[src/rtl/io.sv]
// Memory-mapped I/O peripheral: LEDs, push-button, switch bank, scratch and ID registers.
// Define IO_DEBOUNCE_EN to debounce the synchronised button before it reaches BUTTON/BTN_EVT.
module io #(
   parameter int unsigned DEBOUNCE_CYCLES = 16,
   parameter logic [15:0] ID_VALUE        = 16'h10A5
) (
   input  logic        clk,
   input  logic        sync_rst,
   input  logic [15:0] addr,
   input  logic [15:0] data,
   input  logic        write,
   output logic [15:0] data_out,
   output logic [7:0]  LED,
   input  logic        button_1,
   input  logic [3:0]  switches
);

   localparam logic [15:0] ADDR_BUTTON   = 16'h0000;
   localparam logic [15:0] ADDR_SWITCHES = 16'h0001;
   localparam logic [15:0] ADDR_LED      = 16'h0002;
   localparam logic [15:0] ADDR_BTN_EVT  = 16'h0003;
   localparam logic [15:0] ADDR_SCRATCH  = 16'h0004;
   localparam logic [15:0] ADDR_ID       = 16'h0005;

   logic       btn_meta_q, btn_sync_q;
   logic [3:0] sw_meta_q,  sw_sync_q;
   logic       btn;
   logic       btn_q;
   logic [7:0] led_q, led_d;
   logic [15:0] scratch_q, scratch_d;
   logic       evt_q, evt_d;
   logic       btn_rise;

   // Two-flop synchronisers for the asynchronous board pins.
   // NOTE: sequential state uses non-blocking assignments so every flop samples pre-edge values.
   always_ff @(posedge clk or posedge sync_rst) begin
      if (sync_rst) begin
         btn_meta_q <= 1'b0;
         btn_sync_q <= 1'b0;
         sw_meta_q  <= 4'h0;
         sw_sync_q  <= 4'h0;
      end else begin
         btn_meta_q <= button_1;
         btn_sync_q <= btn_meta_q;
         sw_meta_q  <= switches;
         sw_sync_q  <= sw_meta_q;
      end
   end

`ifdef IO_DEBOUNCE_EN
   localparam int unsigned CNT_W = $clog2(DEBOUNCE_CYCLES + 1);

   logic [CNT_W-1:0] cnt_q, cnt_d;
   logic             deb_q, deb_d;

   // Level only flips after the input has disagreed with it for DEBOUNCE_CYCLES clocks.
   always_comb begin
      cnt_d = '0;
      deb_d = deb_q;
      if (btn_sync_q != deb_q) begin
         if (cnt_q == CNT_W'(DEBOUNCE_CYCLES - 1)) begin
            deb_d = ~deb_q;
         end else begin
            cnt_d = cnt_q + CNT_W'(1);
         end
      end
   end

   always_ff @(posedge clk or posedge sync_rst) begin
      if (sync_rst) begin
         cnt_q <= '0;
         deb_q <= 1'b0;
      end else begin
         cnt_q <= cnt_d;
         deb_q <= deb_d;
      end
   end

   assign btn = deb_q;
`else
   assign btn = btn_sync_q;
`endif

   assign btn_rise = btn & ~btn_q;

   // NOTE: each comb output gets a default first so no path leaves it unassigned (no latches).
   always_comb begin
      led_d     = led_q;
      scratch_d = scratch_q;
      evt_d     = evt_q;
      if (write && addr == ADDR_LED)     led_d     = data[7:0];
      if (write && addr == ADDR_SCRATCH) scratch_d = data;
      if (write && addr == ADDR_BTN_EVT && data[0]) evt_d = 1'b0;
      // A new edge in the same cycle as a clear must not be lost.
      if (btn_rise) evt_d = 1'b1;
   end

   always_ff @(posedge clk or posedge sync_rst) begin
      if (sync_rst) begin
         btn_q     <= 1'b0;
         led_q     <= 8'h00;
         scratch_q <= 16'h0000;
         evt_q     <= 1'b0;
      end else begin
         btn_q     <= btn;
         led_q     <= led_d;
         scratch_q <= scratch_d;
         evt_q     <= evt_d;
      end
   end

   always_comb begin
      data_out = 16'h0000;
      case (addr)
         ADDR_BUTTON:   data_out = {15'h0000, btn};
         ADDR_SWITCHES: data_out = {12'h000, sw_sync_q};
         ADDR_LED:      data_out = {8'h00, led_q};
         ADDR_BTN_EVT:  data_out = {15'h0000, evt_q};
         ADDR_SCRATCH:  data_out = scratch_q;
         ADDR_ID:       data_out = ID_VALUE;
         default:       data_out = 16'h0000;
      endcase
   end

   assign LED = led_q;

endmodule

[config.mk]
export PLATFORM = sky130hd
export DESIGN_NAME = io
export DESIGN_NICKNAME = d
export VERILOG_FILES = /design/src/rtl/io.sv
export SDC_FILE = /design/constraint.sdc
export NUM_CORES = 1
export LEC_CHECK = 0
export CORE_MARGIN = 2
export CORE_UTILIZATION = 38
export CTS_CLUSTER_SIZE = 30
export DETAILED_ROUTE_END_ITERATION = 16
export GPL_ROUTABILITY_DRIVEN = 0
export PLACE_DENSITY = 0.75
export SKIP_CTS_REPAIR_TIMING = 1
export SLEW_MARGIN = 10
export SYNTH_ARGS = -nofsm -noshare
export SYNTH_HDL_FRONTEND = slang
export SYNTH_SLANG_ARGS = --single-unit
[constraint.sdc]
create_clock -name clk -period 2.14 [get_ports clk]
set_input_delay 0.428 -clock clk [delete_from_list [all_inputs] [get_ports clk]]
set_output_delay 0.428 -clock clk [all_outputs]
set_load 0.05 [all_outputs]
# Word level (Yosys, flattened, before mapping)
# Index checks and enable logic that the tools add are counted.
# totals
register_bits	36
in_bits	40
out_inout_bits	24
wordCells	24
# classes
n_eq_ne	5
mux	3
n_bitwise	2
n_reduce_logical	6
# op_table
op	n
16-bit one-hot mux with 6 select lines	1
16-bit by 2-bit == test with 1-bit output (second input constant)	2
16-bit by 3-bit == test with 1-bit output (second input constant)	2
16-bit by 1-bit == test with 1-bit output (second input constant)	1
16-bit logical NOT	1
1-bit logical AND	4
1-bit two-way mux	2
2-bit nonzero test	1
1-bit AND	1
1-bit NOT	1

# Longest topological paths before layout
# Gate-level depths: netlist of run 1.
# logic_depth
depth_word	5
mapped_depth	5
depth_no_buf	4

# Worst setup path before layout of run 1
# Ideal clock, no wire load.
# synth_path
path_type	in2out
from	input addr[13]
to	output data_out[4]
arrival_ns	2.094
t_required_ns	1.712
path_slack_ns	-0.382
stages	5
n_path_buf	1
path_cell_list	nor4_1 nand2_1 nor4_1 clkbuf_1 a32o_1
# synth_via
elab_chain_cells	2
word_cells_on_any_way	7
cone_classes	eq/ne (5); mux (1); reduce/logical (1)
# synth_rtl
element	line_no	text
from (decl)	9	input logic [15:0] addr,
16-bit by 3-bit == test with 1-bit output, or another cell as far along	114	case (addr)
16-bit one-hot mux with 6 select lines *	114	
to (decl)	12	output logic [15:0] data_out,
# Every way passes the cells marked *; elsewhere a longest branch is shown, timed or not.

# Worst setup path after layout of run 1
# layout_path
from	input addr[6]
to	output data_out[1]
# The elaborated chain is that of the path after synthesis.

==> results of run 1 <==
-- metrics by stage --
step                cell area [um^2]  hold WS (ns)  setup TNS, ns  worst slack (ns)  power (mW)
floorplan                       1650         0.331         -0.315            -0.105       0.741
finish                          2850         0.349          -1.51            -0.149        1.35
detailed placement              2640         0.336         -15.41            -0.482       0.850
global route                    2850         0.352          -2.55            -0.190        1.40
CTS                             2740         0.350          -8.49            -0.496        1.36
global placement                2640         0.332         -14.31            -0.449       0.846
-- power groups by stage --
stage | clock, mW | combinational [mW] | sequential [mW]
after floorplan | 0 | 0.0352 | 0.706
after global placement | 0 | 0.139 | 0.706
after detailed placement | 0 | 0.143 | 0.707
after CTS | 0.525 | 0.144 | 0.694
after global routing | 0.556 | 0.154 | 0.695
final | 0.513 | 0.143 | 0.694
-- layout make-up --
cell class                      instances  area, um^2  share of cell area, %
Timing Repair Buffer                   86         996                   35.0
Tap cell                               50        62.6                   2.20
Inverter                                2        7.51                  0.264
Sequential cell                        36         901                   31.6
Clock buffer                            7        96.3                   3.38
Multi-Input combinational cell         75         783                   27.5
-- state kept, by name, summed over array words and instances, names as in the netlist --
name and flops:
scratch_q 16, LED 8, sw_meta_q 4, sw_sync_q 4
btn 1, btn_meta_q 1, btn_q 1, evt_q 1
-- worst paths after layout --
kind,end,start,depth (start not counted),slack [ns]
max in group asynchronous,scratch_q[3],sync_rst,3,1.28
max reg2reg,scratch_q[1],scratch_q[1],1,1.35
max,data_out[1],addr[6],7,-0.15
min,sw_sync_q[2],sw_meta_q[2],0,0.35
min in group asynchronous,scratch_q[6],sync_rst,3,0.54
min reg2reg,sw_sync_q[2],sw_meta_q[2],0,0.35
-- cells in the mapped netlist, drive strengths merged --
master and count:
nor2b 3, and2 7, buf 1, mux2 24, o2bb2ai 1, nand2b 3
nor2 5, o41ai 1, nand2 4, nand4b 1, nand3b 1, mux2i 2
a22o 4, dfrtp 36, a32o 2, nor4 6, o21a 2, o21ai 5
inv 2, clkbuf 2, a21oi 3, o22a 1
-- layer usage --
layer  global-route usage [%]  part of all wire [%]
met1                     24.2                    42
met2                     31.1                    51
met3                     6.25                   6.1
met4                     6.00                   1.3
met5                        0                     0
-- kinds of logic (layout without fill, tap and decap cells) --
| group | count (synthesis) | count (layout) | share of synthesized area [%] |
|---|---|---|---|
| AOI/OAI and AO/OA | 19 | 19 | 8.73 |
| buffers and inverters | 5 | 95 | 1.68 |
| DFF | 36 | 36 | 57.6 |
| and+or+nand+nor | 30 | 30 | 13.4 |
| muxes | 26 | 26 | 18.6 |
-- worst max-delay path, stage by stage --
cell and delay [ns]:
buf_6 0.10, nor4_4 0.33, buf_4 0.18, nand4b_1 0.21, nor2_1 0.30, a22o_4 0.18
buf_12 0.13
==> reports/metrics.yaml, run 1 <==
status: "finished, violations left"
tightest_slew_ns: 0.520
setup_slack_ns: -0.149
clk_pin_slew_ns: 0.06
synth_area_leaders: "dfrtp_1 58%, mux2_2 17%, and2_1 2.8%, nor4_4 2.7%, a22o_1 2.2%"
place_hpwl_um: 3140
ys_warn_count: 0
yosys.area.top_type_share_pct: 57.6
max-slew-margin-rel_pct: 65.2
netlist_area_mm2: 0.00156
grt_pass1_vias: 1335
power_density_mw_per_mm2: 474
cp.arrival_ns: 1.86
post_drt_wl_per_cell_um: 16.7
wl_um: 4290
port_buffers: 63
seqPwrFrac_pct: 51.4
antenna_found_initial: 0
numPlacedInstances: 246
syn_inst: 116
cts_max_level: 2
drtIter0Drc: 38
n_antenna_cell: 0
ant_nets: 0
clock-sinks: 36
intPower_mw: 1.06
power.leakage_nw: 1.37
final_cell_mix: "36 x dfrtp_1, 31 x clkdlybuf4s50_1, 24 x mux2_2"
viasPerCell: 5.06
initial_core_util_pct: 39.4
cap_viol_max_count: 0
dieArea_mm2: 0.00464
maxSlewViolCount: 0
clk_path_buf_depth: 2
final_core_util_pct: 71.7
setup.worst_path.class: "input pin to output port"
finalSetupViolCount: 16
layout.cells.non_filler: 256
clock_latency_ns: 0.29
mostFrequentLayoutCell: "dfrtp_1"
first_pass_iters: 4
drive_above_1_share_pct: 48.5
yosysSeqAreaShare_pct: 57.6
clock_skew_ns: 0.00147
grt_usage_pct: 19.1
hold_path.class: "register to register"
min_period_over_period_pct: 107
rsz0062_at_grt: "yes"
syn_to_final_growth_pct: 82.1
gr-total-overflow: 0
final.fill_count: 274
peakVddDrop_mv: 0.384
cts_buffers: 5
grt_start_max_net_pins: 37
pwr-share-clk_pct: 38.0
die_w_um: 68.1
path_max_fanout: 4
grt_first_pass_wirelength_um: 6380
row_count: 23
routed-via-count: 1296
violations: "setup timing"
synth_area_leader_cell: "dfrtp_1"
core_mm2: 0.00397
final_nets: 246
io_pins: 64
worst_setup_path_end_kind: "output port"
yosysUniqueCellTypes: 24
cts_root_buf: "clkbuf_8"
avgSynthCellArea_um2: 13.5
cp-start-kind: "input pin"
power_switching_mw: 0.289
fmax_ghz: 0.437
synth_seq_cells: 36
cts_tree: "done"
critPathRequiredTime_ns: 1.71
drc: 0
die_y_um: 68.1
p_sw_share_pct: 21.4
period_minus_slack_ns: 2.29
hold_viol: 0
comb_power_share_pct: 10.6
syn_nets: 156
No activity file was read; power rests on OpenSTA's default activity.
==> run 2: changes to the inputs <==
CORE_ASPECT_RATIO = 1.4   (was default)
==> run 2 against run 1 <==
Effect of this change: the flow still finishes with violations (setup timing); wire length grew 4.0%; maximum frequency increased by 3.4%; core utilization rose by 1.5 points; clock power is 11% higher; worst hold slack is essentially flat; sequential power about the same; global-route usage grew 0.86 points; critical path type unchanged; die area up 0.15%.
==> reports/metrics.yaml, run 2 (synthesized netlist as in run 1, its figures left out) <==
clock_latency_ns: 0.28
fin_area_mm2: 0.00289
die_y_um: 79.9
cap_viol_max_count: 0
clock-sinks: 36
fmax_ghz: 0.452
post_dp_cell_area_mm2: 0.00264
grt_pass1_vias: 1494
final_core_util_pct: 73.2
hold_ws_ns: 0.349
grt_use_met2_pct: 37.4
final_cell_mix: "36 x dfrtp_1, 31 x clkdlybuf4s50_1, 24 x mux2_2"
row_count: 27
critPathRequiredTime_ns: 1.71
dieArea_mm2: 0.00465
ant_nets: 0
violations: "setup timing"
tightest_slew_ns: 0.520
n_antenna_cell: 0
clock_skew_ns: 0.00253
port_buffers: 63
hold_path.class: "register to register"
cts_tree: "done"
final_nets: 249
syn_to_final_growth_pct: 85.0
hold_viol: 0
pre_cts_slack_ns: -0.496
final.fill_count: 274
io_pins: 64
power.leakage_nw: 1.40
die_w_um: 58.2
place_hpwl_um: 3190
numPlacedInstances: 240
core_mm2: 0.00395
met3_usage_pct: 4.70
min_period_over_period_pct: 103
antenna_found_initial: 0
top_register: "scratch_q"
drtIter0Drc: 26
cts_root_buf: "clkbuf_8"
fin_tns_setup_ns: -0.751
grt_start_max_net_pins: 37
power_density_mw_per_mm2: 490
drive_above_1_share_pct: 49.5
post_drt_wl_per_cell_um: 17.6
rsz0062_at_grt: "yes"
viasPerCell: 5.15
finalSetupViolCount: 12
cts_max_level: 2
mostFrequentLayoutCell: "dfrtp_1"
cp.arrival_ns: 1.79
largest_register_ffs: 16
maxSlewViolCount: 0
clk_pin_slew_ns: 0.07
max-slew-margin-rel_pct: 65.2
drc: 0
power_mw: 1.42
routed-via-count: 1303
setup.worst_path.class: "input pin to output port"
grt_usage_pct: 20.0
gr-total-overflow: 0
clk_path_buf_depth: 2
period_minus_slack_ns: 2.21
cts_buffers: 5
grt-busiest-layer: "met2"
first_pass_iters: 4
cp-start-kind: "input pin"
path_max_fanout: 5
peakVddDrop_mv: 0.546
worst_setup_path_end_kind: "output port"
wl_um: 4460
use_met1_pct: 20.9
status: "finished, violations left"
initial_core_util_pct: 39.5
setup_slack_ns: -0.0741
layout.cells.non_filler: 253
grt_first_pass_wirelength_um: 6830
-- run 2: cell types whose count changed in the layout (fill, tap and decap cells not counted), moves of 2 or more --
cell,delta
clkbuf_8,-2
buf_6,+2
nor2_1,-2
nor2_4,+2
-- run 2: report_power, final --
group          total, mW  internal, mW  switching (mW)
Combinational      0.151        0.0891          0.0614
Clock              0.571         0.345           0.226
Sequential         0.695         0.691         0.00398
Total               1.42          1.13           0.291
-- run 2: layout make-up --
type,count,area (um^2),share of cell area [%]
Tap cell,43,53.8,1.86
Multi-Input combinational cell,75,791,27.3
Clock buffer,6,72.6,2.51
Sequential cell,36,901,31.2
Clock inverter,2,35.0,1.21
Inverter,2,7.51,0.260
Timing Repair Buffer,89,1030,35.7
-- run 2: worst paths after layout --
path	startpoint	end	slack, ns	depth (start not counted)
worst max-delay path	addr[6]	data_out[13]	-0.07	7
worst min-delay path	sw_meta_q[2]	sw_sync_q[2]	0.35	0
worst max register to register	LED[1]	LED[1]	1.34	1
worst min register to register	sw_meta_q[2]	sw_sync_q[2]	0.35	0
max in group asynchronous	sync_rst	LED[7]	1.26	3
min in group asynchronous	sync_rst	sw_meta_q[0]	0.55	3
-- run 2: critical path: stages --
cell and delay, ns:
buf_6 0.10, nor4_4 0.33, nand2b_4 0.09, nor4_4 0.35
buf_4 0.20, and2_4 0.15, buf_12 0.13
-- run 2: routing by layer --
layer	vias to the layer above	wire, um
li1	604	-
met1	638	1510
met2	54	2570
met3	7	296
met4	0	84
met5	-	0
==> run 3: changes to the inputs <==
GPL_ROUTABILITY_DRIVEN = default   (was 0)
==> results of run 3 <==
Final layout, timing and power as in run 2 (identical DEF).
==> patch: new RTL, flow settings as in run 3 <==
Add a define of `IO_DEBOUNCE_EN`.
--- a/src/rtl/io.sv
+++ b/src/rtl/io.sv
@@ -1,5 +1,7 @@
 // Memory-mapped I/O peripheral: LEDs, push-button, switch bank, scratch and ID registers.
 // Define IO_DEBOUNCE_EN to debounce the synchronised button before it reaches BUTTON/BTN_EVT.
+`define IO_DEBOUNCE_EN
+
 module io #(
    parameter int unsigned DEBOUNCE_CYCLES = 16,
    parameter logic [15:0] ID_VALUE        = 16'h10A5
Formal check against the unedited RTL: not equivalent (Yosys sat finds a counterexample within 4 cycles, from zero or initial values and one cycle with sync_rst high).
==> patch against run 3 <==
  * Via count is 7.1% higher
  * Area after synthesis increased by 17%
  * Sequential power up 17%
  * Clock power up 4.6%
  * Critical endpoint unchanged
  * Routed wire length decreased by 2.5%
  * Design area rose by 4.7%
  * Power increased by 9.8%
  * Clock skew is 0.0022 ns higher
  * Sequential cell count rose by 6
  * Non-clock buffer count shrank 10
  * Worst setup slack better by 0.11 ns
  * Critical path depth shrank 1
==> patch: results (changes against run 3) <==
power:
  switching_share_pct: 20.2  # was 20.6%
  clk-power_mw: 0.597  # was 0.571 mW
  sequentialPower_mw: 0.813  # was 0.695 mW
  leakagePower_nw: 1.45  # was 1.40 nW
  finalPower_mw: 1.56  # was 1.42 mW
  vdd_drop_max_uv: 421  # was 546 µV
setup_path:
  critical_path.slowest_cell: "clkdlybuf4s50_1"  # was nor4_4
  critPathMaxFanout: 8  # was 5
  cp.arrival_ns: 1.67  # was 1.79 ns
  cpPeakStageDelay_ns: 0.42  # was 0.35 ns
global_routing:
  met2_usage_pct: 29.3  # was 37.4%
  met3_usage_pct: 5.38  # was 4.70%
  grt_pass1_wl_mm: 6.81  # was 6.83 mm
  grt_start_max_net_pins: 43  # was 37
  track_usage_pct: 16.2  # was 20.0%
  grt_pass1_vias: 1450  # was 1494
detailed_routing:
  first_iter_violations: 40  # was 26
  vias: 1396  # was 1303
  viasPerCell: 4.93  # was 5.15
  drt_wl_total_mm: 4.35  # was 4.46 mm
  dr.pass1.iters: 4  # unchanged
sta:
  tightest_slew_ns: 0.509  # was 0.520 ns
  fin_skew_ns: 0.00477  # was 0.00253 ns
  maxSlewViolCount: 0  # unchanged
finish:
  regMostFlops: "scratch_q"  # unchanged
  fill_cells: 352  # was 274
  nets: 261  # was 249
  drive_above_1_share_pct: 39.8  # was 49.5%
logic_synthesis:
  ys_seq_area_share_pct: 57.7  # was 57.6%
  yosys-top-cells-count: "dfrtp_1 (42), mux2_2 (15), nor2_1 (11), mux2_4 (10)"  # was dfrtp_1 (36), mux2_2 (24), and2_1 (7), nor2_1 (5), o21ai_0 (5)
  synth_cell_types: 31  # was 24
  synth.area.top_cells: "dfrtp_1 (58%), mux2_2 (9.3%), mux2_4 (8.2%), and3_1 (2.7%), nor2_1 (2.3%)"  # was dfrtp_1 (58%), mux2_2 (17%), and2_1 (2.8%), nor4_4 (2.7%), a22o_1 (2.2%)
  syn_avg_cell_area_um2: 13.1  # was 13.5 µm²
  syn_nets: 180  # was 156
placement:
  gp_congestion: 0.718  # was 0.733
  dp_slack_ns: -0.323  # was -0.496 ns
  dp_hpwl_mm: 3.11  # was 3.19 mm
  place_area_mm2: 0.00281  # was 0.00264 mm²
  dp.cells: 274  # was 240
status:
  outcome: "complete, no violations"  # was finished, violations left
## patch: final cells by class
type                       instances  area, µm²  area share [%]
clock buffer                       7       76.3            2.52
inverter                           3       11.3           0.372
sequential                        42       1050            34.7
clock inverter                     1       30.0           0.992
timing repair buffer              79        967            31.9
tap                               62       77.6            2.56
multi-input combinational         89        815            26.9
## patch: routing by layer
layer / vias to the layer above / routed length, µm
met5: - / 0
met4: 0 / 47
met3: 7 / 284
met2: 53 / 2320
met1: 678 / 1700
li1: 658 / -
## patch: logic make-up (layout without fill, tap and decap cells)
| family | after synthesis | count (layout) | synth area share [%] |
|---|---|---|---|
| flops | 42 | 42 | 57.7 |
| simple gates | 40 | 40 | 13.2 |
| mux | 26 | 26 | 18.1 |
| compound gates | 19 | 19 | 6.66 |
| buf+inv | 8 | 90 | 2.33 |
| xor+xnor | 3 | 3 | 1.44 |
| fa+ha+maj | 1 | 1 | 0.686 |
## patch: worst paths after layout
path / startpoint / endpoint / slack (ns) / cells past startpoint
setup / recovery: addr[9] / data_out[13] / 0.04 / 6
hold / removal: sw_meta_q[2] / sw_sync_q[2] / 0.35 / 0
setup reg to reg: cnt_q[0] / cnt_q[3] / 1.03 / 4
hold reg to reg: sw_meta_q[2] / sw_sync_q[2] / 0.35 / 0
max in group asynchronous: sync_rst / sw_sync_q[0] / 1.22 / 3
min in group asynchronous: sync_rst / scratch_q[6] / 0.56 / 3
## patch: worst max-delay path: cells and delay by family
family / cells / cell delay [ns]
buf+inv: 3 / 0.69
simple gates: 3 / 0.55
